File: config.mk
export PLATFORM = sky130hd
export DESIGN_NAME = norm_feeder
export DESIGN_NICKNAME = d
export VERILOG_FILES = /design/src/rtl/norm_feeder.sv
export SDC_FILE = /design/constraint.sdc
export NUM_CORES = 1
export LEC_CHECK = 0
export CORE_AREA = 2 2 251 253
export CTS_BUF_LIST = sky130_fd_sc_hd__clkbuf_4
export CTS_CLUSTER_SIZE = 40
export DETAILED_ROUTE_END_ITERATION = 6
export DIE_AREA = 0 0 253 255
export PLACE_DENSITY = 0.49
export SLEW_MARGIN = 20
export SYNTH_ARGS = -nofsm -noshare
export SYNTH_HDL_FRONTEND = slang
export SYNTH_SLANG_ARGS = --single-unit
File: constraint.sdc
create_clock -name clk -period 3.7 [get_ports clk]
set_clock_uncertainty 0.2 [all_clocks]
set_input_delay 0.74 -clock clk [delete_from_list [all_inputs] [get_ports clk]]
set_output_delay 0.74 -clock clk [all_outputs]
set_load 0.1 [all_outputs]
File: src/rtl/norm_feeder.sv
// Streams DESIGN_SIZE result columns from the output RAM into the normalization block as one
// unbroken burst and holds its operands. Optional lane zero-padding: NORM_FEEDER_ZERO_PAD_EN.
module norm_feeder #(
    parameter int DWIDTH            = 8,
    parameter int DESIGN_SIZE       = 32,
    parameter int AWIDTH            = 10,
    parameter int ADDR_STRIDE_WIDTH = 16,
    parameter int MASK_WIDTH        = 32
) (
    input  logic                          clk,
    input  logic                          reset,
    input  logic                          start,
    input  logic [AWIDTH-1:0]             base_addr,
    input  logic [ADDR_STRIDE_WIDTH-1:0]  addr_stride,
    input  logic [DWIDTH-1:0]             mean_in,
    input  logic [DWIDTH-1:0]             inv_var_in,
    input  logic [MASK_WIDTH-1:0]         mask_in,
    output logic                          ram_en,
    output logic [AWIDTH-1:0]             ram_addr,
    input  logic [DESIGN_SIZE*DWIDTH-1:0] ram_rdata,
    output logic                          out_data_available,
    output logic [DESIGN_SIZE*DWIDTH-1:0] out_data,
    output logic [DWIDTH-1:0]             mean,
    output logic [DWIDTH-1:0]             inv_var,
    output logic [MASK_WIDTH-1:0]         validity_mask,
    input  logic                          done_norm,
    output logic                          done_feed
);

    localparam int LOG2_DESIGN_SIZE = $clog2(DESIGN_SIZE);
    localparam int CW    = (LOG2_DESIGN_SIZE > 0) ? LOG2_DESIGN_SIZE : 1;
    localparam int OFF_W = ADDR_STRIDE_WIDTH + LOG2_DESIGN_SIZE;
    localparam int SUM_W = (AWIDTH > OFF_W) ? AWIDTH : OFF_W;

    typedef enum logic [2:0] {
        IDLE,
        READ,
        DRAIN,
        WAIT_NORM,
        DONE
    } state_t;

    state_t                          state_reg, state_next;
    logic [CW-1:0]                   count_reg, count_next;
    logic [OFF_W-1:0]                off_reg, off_next;
    logic                            ram_en_reg, ram_en_next;
    logic [AWIDTH-1:0]               ram_addr_reg, ram_addr_next;
    logic                            rd_valid_reg;
    logic                            out_valid_reg;
    logic [DESIGN_SIZE*DWIDTH-1:0]   out_data_reg;
    logic [DESIGN_SIZE*DWIDTH-1:0]   padded_data;
    logic [AWIDTH-1:0]               base_reg;
    logic [ADDR_STRIDE_WIDTH-1:0]    stride_reg;
    logic [DWIDTH-1:0]               mean_reg;
    logic [DWIDTH-1:0]               inv_var_reg;
    logic [MASK_WIDTH-1:0]           mask_reg;
    logic                            latch;

    // Next-state and read-issue control. The offset k*stride is accumulated at full width and
    // the sum truncated, so addresses wrap modulo 2^AWIDTH.
    always_comb begin
        state_next    = state_reg;
        count_next    = count_reg;
        off_next      = off_reg;
        ram_en_next   = 1'b0;
        ram_addr_next = ram_addr_reg;
        latch         = 1'b0;
        case (state_reg)
            IDLE: begin
                if (start) begin
                    latch         = 1'b1;
                    state_next    = READ;
                    ram_en_next   = 1'b1;
                    count_next    = '0;
                    off_next      = '0;
                    ram_addr_next = base_addr;
                end
            end
            READ: begin
                if (count_reg == CW'(DESIGN_SIZE - 1)) begin
                    state_next = DRAIN;
                end else begin
                    ram_en_next   = 1'b1;
                    count_next    = count_reg + CW'(1);
                    off_next      = off_reg + OFF_W'(stride_reg);
                    ram_addr_next = AWIDTH'(SUM_W'(base_reg) + SUM_W'(off_next));
                end
            end
            DRAIN: begin
                // Once the read pipeline is empty the last column is on out_data this cycle.
                if (!rd_valid_reg) begin
                    state_next = WAIT_NORM;
                end
            end
            WAIT_NORM: begin
                if (done_norm) begin
                    state_next = DONE;
                end
            end
            DONE: begin
                if (!start) begin
                    state_next = IDLE;
                end
            end
            default: state_next = IDLE;
        endcase
    end

    // Lane gating applied in front of the output register, so masking adds no latency.
    generate
        for (genvar gi = 0; gi < DESIGN_SIZE; gi++) begin : g_lane
`ifdef NORM_FEEDER_ZERO_PAD_EN
            if (gi < MASK_WIDTH) begin : g_masked
                assign padded_data[gi*DWIDTH +: DWIDTH] =
                    mask_reg[gi] ? ram_rdata[gi*DWIDTH +: DWIDTH] : '0;
            end else begin : g_unmasked
                assign padded_data[gi*DWIDTH +: DWIDTH] = ram_rdata[gi*DWIDTH +: DWIDTH];
            end
`else
            assign padded_data[gi*DWIDTH +: DWIDTH] = ram_rdata[gi*DWIDTH +: DWIDTH];
`endif
        end
    endgenerate

    always_ff @(posedge clk) begin
        if (reset) begin
            state_reg     <= IDLE;
            count_reg     <= '0;
            off_reg       <= '0;
            ram_en_reg    <= 1'b0;
            ram_addr_reg  <= '0;
            rd_valid_reg  <= 1'b0;
            out_valid_reg <= 1'b0;
            out_data_reg  <= '0;
            base_reg      <= '0;
            stride_reg    <= '0;
            mean_reg      <= '0;
            inv_var_reg   <= '0;
            mask_reg      <= '0;
        end else begin
            state_reg     <= state_next;
            count_reg     <= count_next;
            off_reg       <= off_next;
            ram_en_reg    <= ram_en_next;
            ram_addr_reg  <= ram_addr_next;
            rd_valid_reg  <= ram_en_reg;
            out_valid_reg <= rd_valid_reg;
            out_data_reg  <= padded_data;
            if (latch) begin
                base_reg    <= base_addr;
                stride_reg  <= addr_stride;
                mean_reg    <= mean_in;
                inv_var_reg <= inv_var_in;
                mask_reg    <= mask_in;
            end
        end
    end

    assign ram_en             = ram_en_reg;
    assign ram_addr           = ram_addr_reg;
    assign out_data_available = out_valid_reg;
    assign out_data           = out_data_reg;
    assign mean               = mean_reg;
    assign inv_var            = inv_var_reg;
    assign validity_mask      = mask_reg;
    assign done_feed          = (state_reg == DONE);

endmodule

After elaboration in Yosys (flattened, before gate mapping) --
Index checks and enable logic that the tools add are counted.
Cells by class: $add $sub $neg 3, reduce and logical (&&, ||, !) cells 4, mux-type cells 19, eq/ne operators 11
Operators with widths (count):
- $mux W21 | 2
- $pmux W21 S2 | 1
- $add A21 B16 Y21 | 1
- $mux W10 | 2
- $pmux W10 S2 | 1
- $mux W3 | 5
- $pmux W3 S5 | 1
- $ne A2 B2 Y1 const B | 6
- $add A10 B10 Y10 | 1
- $mux W5 | 2
- $pmux W5 S2 | 1
- $eq A3 B2 Y1 const B | 2
- $add A5 B1 Y5 const B | 1
- $eq A5 B5 Y1 const B | 1
- $reduce_and A5 Y1 | 1
- $eq A3 B1 Y1 const B | 1
- $eq A3 B3 Y1 const B | 1
- $logic_not A3 Y1 | 1
- $mux W1 | 3
- $reduce_and A3 Y1 | 1
- $pmux W1 S2 | 1
- $reduce_bool A2 Y1 | 1
Word-level totals: register bits 372, input bits 334

Logic depth before layout (Yosys ltp) --
Gate-level depths: netlist (run 1).
word-level depth 4, depth in mapped cells 17, depth with buffers taken out 17

Least setup slack after synthesis (run 1) --
No wires, ideal clock.
path kind register to output, start point register state_reg[1], end point output port done_feed, path slack 0.058 ns, buffers on the path 1, arrival time 2.702 ns, cell stages (with the launch flop) 3, cell sequence dfxtp_1 buf_2 nor3b_1
On the way: longest elaborated chain between the ends 1
Ends and longest elaborated chain:
- start: declaration | RTL line 43 | state_t state_reg, state_next;
- start signal: assignment | RTL line 141 | state_reg <= state_next;
- $eq A3 B3 Y1 | RTL line 166 | assign done_feed = (state_reg == DONE);
- end: declaration | RTL line 27 | output logic done_feed
Every way passes these cells.

Final worst setup path (run 1) --
start point register off_reg[0], end point register ram_addr_reg[9], in the netlist ram_addr[9]
On the way: longest elaborated chain between the ends 4
Ends and longest elaborated chain:
- start: declaration | RTL line 45 | logic [OFF_W-1:0] off_reg, off_next;
- start signal: assignment | RTL line 143 | off_reg <= off_next;
- $add A21 B16 Y21 | RTL line 85 | off_next = off_reg + OFF_W'(stride_reg);
- $add A10 B10 Y10 | RTL line 86 | ram_addr_next = AWIDTH'(SUM_W'(base_reg) + SUM_W'(off_next));
- $mux W10 | RTL line 80 | if (count_reg == CW'(DESIGN_SIZE - 1)) begin
- $pmux W10 S2 | RTL line 68 | case (state_reg)
- end signal: assignment | RTL line 145 | ram_addr_reg <= ram_addr_next;
- end: declaration | RTL line 47 | logic [AWIDTH-1:0] ram_addr_reg, ram_addr_next;
Every way passes these cells. The select of a mux whose other input is x is not followed. A chain may end at the register's enable or synchronous reset.

==> results of run 1 <==
cell usage after synthesis (3+ instances only):
cell type | number | area share
nand2_1 | 161 | 0.054
nor3_1 | 9 | 0.0040
nand3_1 | 4 | 0.0018
inv_1 | 8 | 0.0027
a22oi_1 | 4 | 0.0027
nor2_1 | 25 | 0.0084
o21ai_0 | 6 | 0.0027
a21o_1 | 5 | 0.0033
clkbuf_1 | 52 | 0.017
a311oi_1 | 4 | 0.0031
nor2b_1 | 260 | 0.15
xnor2_1 | 8 | 0.0063
buf_2 | 5 | 0.0022
o21a_1 | 4 | 0.0027
dfxtp_1 | 355 | 0.63
a21oi_1 | 89 | 0.040
xor2_1 | 8 | 0.0063
ha_1 | 20 | 0.022
o211ai_1 | 3 | 0.0020
a211oi_1 | 6 | 0.0040
buf_6 | 3 | 0.0030
per-stage QoR:
step | area (um2) | cells | power (W) | setup TNS (ns)
2_1_floorplan | 11200 | 1075 | 0.00588 | 0
3_3_place_gp | 18300 | 2472 | 0.00672 | -0.175
3_5_place_dp | 18300 | 2472 | 0.00673 | -0.276
4_1_cts | 19500 | 2649 | 0.0105 | 0
5_1_grt | 19600 | 2656 | 0.0108 | 0
6_report | 19600 | 2657 | 0.0102 | 0
critical path: cells and delay by family (launching register included):
family / cells / cell delay [ns]
AOI/OAI and AO/OA: 7 / 1.20
adders and majority gates: 3 / 0.81
xor gates and xnor gates: 3 / 0.49
DFF: 1 / 0.33
and+or+nand+nor: 2 / 0.27
buffers and inverters: 1 / 0.05
cells by family after synthesis:
logic type	count (synthesis)	synth area share
AND/OR/NAND/NOR	477	0.229
flip-flops	355	0.634
AO/OA/AOI/OAI	132	0.0691
buffers and inverters	71	0.0270
adder cells (fa/ha/maj)	22	0.0259
XOR/XNOR	16	0.0125
multiplexers	2	0.00290
per-layer routing:
| metal | GRT usage | share of wire |
|---|---|---|
| met4 | 0.0448 | 0.018 |
| met5 | 0 | 0.0024 |
| met2 | 0.212 | 0.49 |
| met1 | 0.139 | 0.38 |
| met3 | 0.0616 | 0.11 |
what timing repair did:
action                                  4_1_cts  5_1_grt
hold buffers                                  1        0
pin swaps                                     2        5
gates resized for setup                       4       12
endpoints found under the hold margin         1        0
endpoints found under the setup margin        2        3
cell usage in the layout, fill, tap and decap left out, drive strengths merged, types with 2 or more instances in the layout:
cell type	instances
clkdlybuf4s50	523
dfxtp	355
nor2b	260
nand2	162
clkbuf	155
buf	138
a21oi	89
nor2	27
ha	20
clkinv	16
inv	12
nor3	10
diode	8
xnor2	8
xor2	8
a211oi	6
o21ai	6
a21o	5
o21a	4
a22oi	4
nand3	4
a311oi	4
o211ai	3
o21bai	2
nor4b	2
a32o	2
nor3b	2
nand2b	2
fa	2
power by group through the flow:
stage	Sequential (W)	Clock [W]	Combinational [W]
floorplan	0.00556	0	0.000329
global placement	0.00419	0	0.00253
detailed placement	0.00419	0	0.00254
CTS	0.00411	0.00381	0.00254
global route	0.00413	0.00401	0.00262
finish	0.00411	0.00362	0.00252
how the worst max path moves through the flow:
stage / end / slack (ns) / from
floorplan: done_feed / 0.06 / state_reg[1]$_SDFFE_PP0P_
global placement: ram_addr[9]$_SDFFE_PP0P_ / -0.14 / off_reg[0]$_SDFFE_PP0P_
detailed placement: ram_addr[9]$_SDFFE_PP0P_ / -0.20 / stride_reg[0]$_SDFFE_PP0P_
CTS: ram_addr[9]$_SDFFE_PP0P_ / 0.03 / stride_reg[0]$_SDFFE_PP0P_
global route: ram_addr[7]$_SDFFE_PP0P_ / 0.01 / stride_reg[0]$_SDFFE_PP0P_
finish: ram_addr[9]$_SDFFE_PP0P_ / 0.24 / off_reg[0]$_SDFFE_PP0P_
cell type report:
class	instances	area, um2
Antenna cell	8	20.0
Clock buffer	155	1160
Clock inverter	21	114
Fill cell	6514	42600
Inverter	8	30.0
Multi-Input combinational cell	649	3830
Sequential cell	355	7110
Tap cell	799	1000
Timing Repair Buffer	662	6330
==> reports/qor.csv, run 1 <==
stage;metric;value;unit
floorplanning;die_h;255;um
floorplanning;core-area;0.0622;mm2
power_and_ir_drop;power_frac_comb;0.246;
status;status;complete, no violations;
power_and_ir_drop;p_leak;7.89;nW
final_layout;drive_gt1_frac;0.174;
grt;grt_pass1_wl;61100;um
sta;max_freq;289;MHz
critical_path;reg2reg_from;off_reg[0]$_SDFFE_PP0P_;
critical_path;critPathSlowestCell;a2111o_1;
final_layout;layout-area-overhead-vs-synth;74.8;%
route;dr.pass1.iters;5;
floorplanning;row_count;92;
sta;setup_viol;0;
synth;synthesis.instances;1075;
sta;layout_min_cycle_time;3.46;ns
route;final_antenna_net_count;0;
critical_path;worstPathArrival;3.96;ns
synth;netlist_area;0.0112;mm2
sta;maxSlewHeadroom;0.304;
critical_path;max_stage_delay;0.42;ns
synth;yosysUniqueCellTypes;52;
job;maxCapViolations;0;
clock_tree;cts.htree.levels;3;
critical_path;worst_r2r_endpoint;ram_addr[9]$_SDFFE_PP0P_;
min_path;hold_end;out_data[81]$_SDFF_PP0_;
critical_path;end_kind;flip-flop;
route;drc;0;
synth;ys_ff_latch;355;
clock_tree;cts_buffers;101;
floorplanning;die_w;253;um
critical_path;worst-r2r-setup-slack;0.24;ns
power_and_ir_drop;internal_power;0.00667;W
grt;antenna_found_initial;15;
final_layout;largest_register_ffs;256;
power_and_ir_drop;power_density;523;mW/mm2
power_and_ir_drop;ir_drop;0.218;mV
synth;async_flop_share;0;
final_layout;design.final.nets;2133;
critical_path;reg2reg_depth;16;
placement;gp_congestion;0.759;
route;routed_wl;43800;um
synth;synth_warnings;0;
grt;grt_max_degree;95;
power_and_ir_drop;p_switching;0.00357;W
critical_path;timing.critical_path.cells;ha_2 > inv_1 > fa_2 > nor2b_2 > o21ai_2 > a21boi_2 > o21ai_2 > nor2b_1 > xnor2_1 > ha_1 > a2111o_1 > o21ai_2 > o21ai_2 > xor2_1 > xnor2_1 > o21a_1;
clock_tree;cts_tree;yes;
sta;rsz0062_at_grt;no;
floorplanning;die_area;0.0645;mm2
route;wl_per_cell;16.5;um
synth;syn_nets;1431;
clock_tree;insertion_delay;0.83;ns
critical_path;cpMostUsedCell;o21ai_2;
power_and_ir_drop;p_clk_frac;0.353;
min_path;min_from;ram_rdata[81];
route;vias;9955;
clock_tree;cts_setup_buffers;0;
synth;synth-edff-count;0;
final_layout;fin_util;0.315;
critical_path;crit_type;reg2reg;
synth;synth-main-ff-cell;dfxtp_1;
power_and_ir_drop;swShare;0.349;
critical_path;start_kind;flip-flop;
sta;hold_viol;0;
clock_tree;cts.sinks;355;
critical_path;worst-path-max-fanout;2;
clock_tree;cts_buffer_depth;3;
grt;overflow;0;
placement;dp_hpwl;33300;um
sta;fin_hold_ws;0.236;ns
floorplanning;io_pins;651;
critical_path;crit_required;4.21;ns
synth;synth_seq_area_share;0.634;
power_and_ir_drop;seqPwrFrac;0.401;
sta;slew_viol_final;0;
placement;place_ws;-0.196;ns
min_path;min_path_type;in2reg;
min_path;whs_path_depth;2;
floorplanning;start_util;0.180;
grt;grt_pass1_vias;10100;
sta;fin_crit_sh;0.934;
route;drt_iter0_markers;328;
grt;grt_usage;0.127;
clock_tree;clockRootBuffer;clkbuf_4;
clock_tree;path_clk_slew;0.07;ns
sta;tightest_slew;1.04;ns
placement;port-buffer-count;644;
route;viasPerCell;3.75;
sta;worst_slack;0.245;ns
synth;synth_area_per_cell;10.4;um2
(Power assumes the default switching activity.)
==> run 2: changes to the inputs <==
--- a/config.mk
+++ b/config.mk
@@ -5,12 +5,12 @@
 export SDC_FILE = /design/constraint.sdc
 export NUM_CORES = 1
 export LEC_CHECK = 0
-export CORE_AREA = 2 2 251 253
+export CORE_AREA = 2 2 252 254
 export CTS_BUF_LIST = sky130_fd_sc_hd__clkbuf_4
 export CTS_CLUSTER_SIZE = 40
 export DETAILED_ROUTE_END_ITERATION = 6
-export DIE_AREA = 0 0 253 255
-export PLACE_DENSITY = 0.49
+export DIE_AREA = 0 0 254 256
+export PLACE_DENSITY = 0.47
 export SLEW_MARGIN = 20
 export SYNTH_ARGS = -nofsm -noshare
 export SYNTH_HDL_FRONTEND = slang
==> constraint.sdc (replaced) <==
create_clock -name clk -period 3.52 [get_ports clk]
set_clock_uncertainty 0.2 [all_clocks]
set_input_delay 0.704 -clock clk [delete_from_list [all_inputs] [get_ports clk]]
set_output_delay 0.704 -clock clk [all_outputs]
set_load 0.1 [all_outputs]
==> run 2 against run 1 <==
Net effect: global-route usage rose by 0.70 points; clock power rose by 8.6%; count of clock-buffer cells in the layout fell by 3; core utilization fell by 0.62 points; via count rose by 0.47%; register-to-register slack got worse by 0.03 ns; wire length rose by 1.3%; critical endpoint unchanged; highest routed layer unchanged.
==> reports/qor.csv, run 2 (synthesis results as in run 1) <==
stage;metric;value;unit;change
status;status;complete, no violations;;
route;wl_per_cell;16.4;um;-0.60%
final_layout;final_common_cell;dfxtp_1;;
clock_tree;insertion_delay;0.80;ns;-0.03 ns
critical_path;worst-path-max-fanout;2;;unchanged
final_layout;layout-area-overhead-vs-synth;72.0;%;
placement;place_ws;-0.364;ns;-0.168 ns
route;drc;0;;unchanged
clock_tree;cts_buffer_depth;3;;unchanged
clock_tree;cts.sinks;355;;unchanged
floorplanning;die_area;0.0650;mm2;+0.79%
sta;slew_viol_final;0;;unchanged
floorplanning;start_util;0.180;;-0.000665
job;maxCapViolations;0;;unchanged
final_layout;design.final.nets;2141;;+0.38%
clock_tree;cts.htree.levels;3;;unchanged
floorplanning;die_h;256;um;+0.39%
floorplanning;core-area;0.0624;mm2;+0.37%
placement;port-buffer-count;644;;unchanged
route;drt_iter0_markers;404;;+23%
clock_tree;cts_tree;yes;;
route;dr.pass1.iters;4;;-1
final_layout;stdcell_count;2709;;+2.0%
grt;overflow;0;;unchanged
sta;worst_slack;0.217;ns;-0.0279 ns
critical_path;start_kind;flip-flop;;
power_and_ir_drop;power_density;563;mW/mm2;+7.8%
route;final_antenna_net_count;0;;unchanged
route;routed_wl;44400;um;+1.3%
grt;antenna_found_initial;11;;-4
final_layout;final_cell_mix;dfxtp_1 (353), buf_4 (341), clkdlybuf4s50_1 (326);;
sta;tightest_slew;0.779;ns;-0.262 ns
critical_path;end_kind;flip-flop;;
sta;tns;0;ns;unchanged
route;vias;10000;;+0.47%
power_and_ir_drop;p_leak;8.28;nW;+4.9%
placement;gp_congestion;0.815;;+7.4%
sta;max_freq;303;MHz;+4.6%
grt;grt_pass1_vias;10300;;+2.5%
grt;grt_pass1_wl;64900;um;+6.2%
grt;grt_max_degree;86;;-9.5%
floorplanning;io_pins;651;;unchanged
route;viasPerCell;3.69;;-1.5%
floorplanning;row_count;92;;unchanged
sta;layout_min_cycle_time;3.30;ns;-0.152 ns
placement;dp_hpwl;34000;um;+2.2%
min_path;min_path_type;in2reg;;
placement;placed_cells;2527;;+2.2%
floorplanning;die_w;254;um;+0.40%
clock_tree;cts_buffers;100;;-0.99%
power_and_ir_drop;ir_drop;0.320;mV;+47%
sta;maxSlewHeadroom;0.480;;+0.176
critical_path;crit_type;reg2reg;;
placement;placed_area;0.0179;mm2;-2.0%
critical_path;worstPathArrival;3.80;ns;-0.16 ns
sta;hold_viol;0;;unchanged
clock_tree;path_clk_slew;0.07;ns;about the same
clock_tree;hold_buffers;0;;-1
grt;grt_usage;0.134;;+0.00701
clock_tree;clockRootBuffer;clkbuf_4;;
final_layout;drive_gt1_frac;0.285;;+0.111
final_layout;fin_area;0.0193;mm2;-1.6%
critical_path;crit_required;4.01;ns;-0.20 ns
sta;setup_viol;0;;unchanged
final_layout;largest_register_ffs;256;;unchanged
sta;fin_crit_sh;0.938;;+0.00453
==> run 2: area by class of cell <==
class / count / area (um2)
clock inverters: 25 / 178
inverters: 8 / 30.0
repair buffers: 671 / 5900
fillers: 6607 / 43100
flip-flops and latches: 355 / 7110
diodes: 3 / 7.51
clock buffers: 152 / 1140
multi-input cells: 649 / 3860
well taps: 846 / 1060
==> run 2: per-stage QoR <==
stage           util  hold WS, ns  power [W]
6_report       0.309        0.165     0.0109
5_1_grt        0.309       0.0541     0.0114
4_1_cts        0.308       0.0156     0.0111
3_5_place_dp   0.287        0.247    0.00704
3_3_place_gp   0.287        0.244    0.00703
2_1_floorplan      -        0.233    0.00619
==> run 2: final timing paths <==
kind	start	end	slack, ns	cells past startpoint
min	reset	out_data[209]$_SDFF_PP0_	0.17	2
max reg2reg	off_reg[0]$_SDFFE_PP0P_	ram_addr[9]$_SDFFE_PP0P_	0.22	16
min reg2reg	inv_var[6]$_SDFFE_PP0P_	inv_var[6]$_SDFFE_PP0P_	0.25	2
max	off_reg[0]$_SDFFE_PP0P_	ram_addr[9]$_SDFFE_PP0P_	0.22	16
==> run 2: layer usage <==
metal  global-route usage  wire length (um)
met5                    0               110
met4               0.0467              1150
met3               0.0621              4160
met2                0.234             22300
met1                0.139             16700
==> run 2: worst max-delay path: stages (launching register included) <==
cell	delay, ns
dfxtp_2	0.35
ha_4	0.13
inv_1	0.05
fa_2	0.36
nor2b_2	0.13
o21ai_2	0.08
a21boi_2	0.18
o21ai_2	0.09
nor2b_4	0.13
xnor2_2	0.14
ha_1	0.30
a2111o_1	0.38
o21ai_2	0.18
o21ai_2	0.08
xor2_1	0.15
xnor2_1	0.13
o21a_1	0.18
==> run 2: timing repair <==
item / CTS / global route
pin swaps: 3 / 9
gates cloned: 0 / 0
resized for setup: 7 / 13
buffers inserted: 0 / 2
endpoints found under the setup margin: 3 / 3
==> run 2: where the power goes <==
part	total [W]	internal (W)	switching, W
logic	0.00261	0.000740	0.00187
clock network	0.00393	0.00212	0.00181
registers	0.00432	0.00424	0.0000837
total	0.0109	0.00710	0.00377
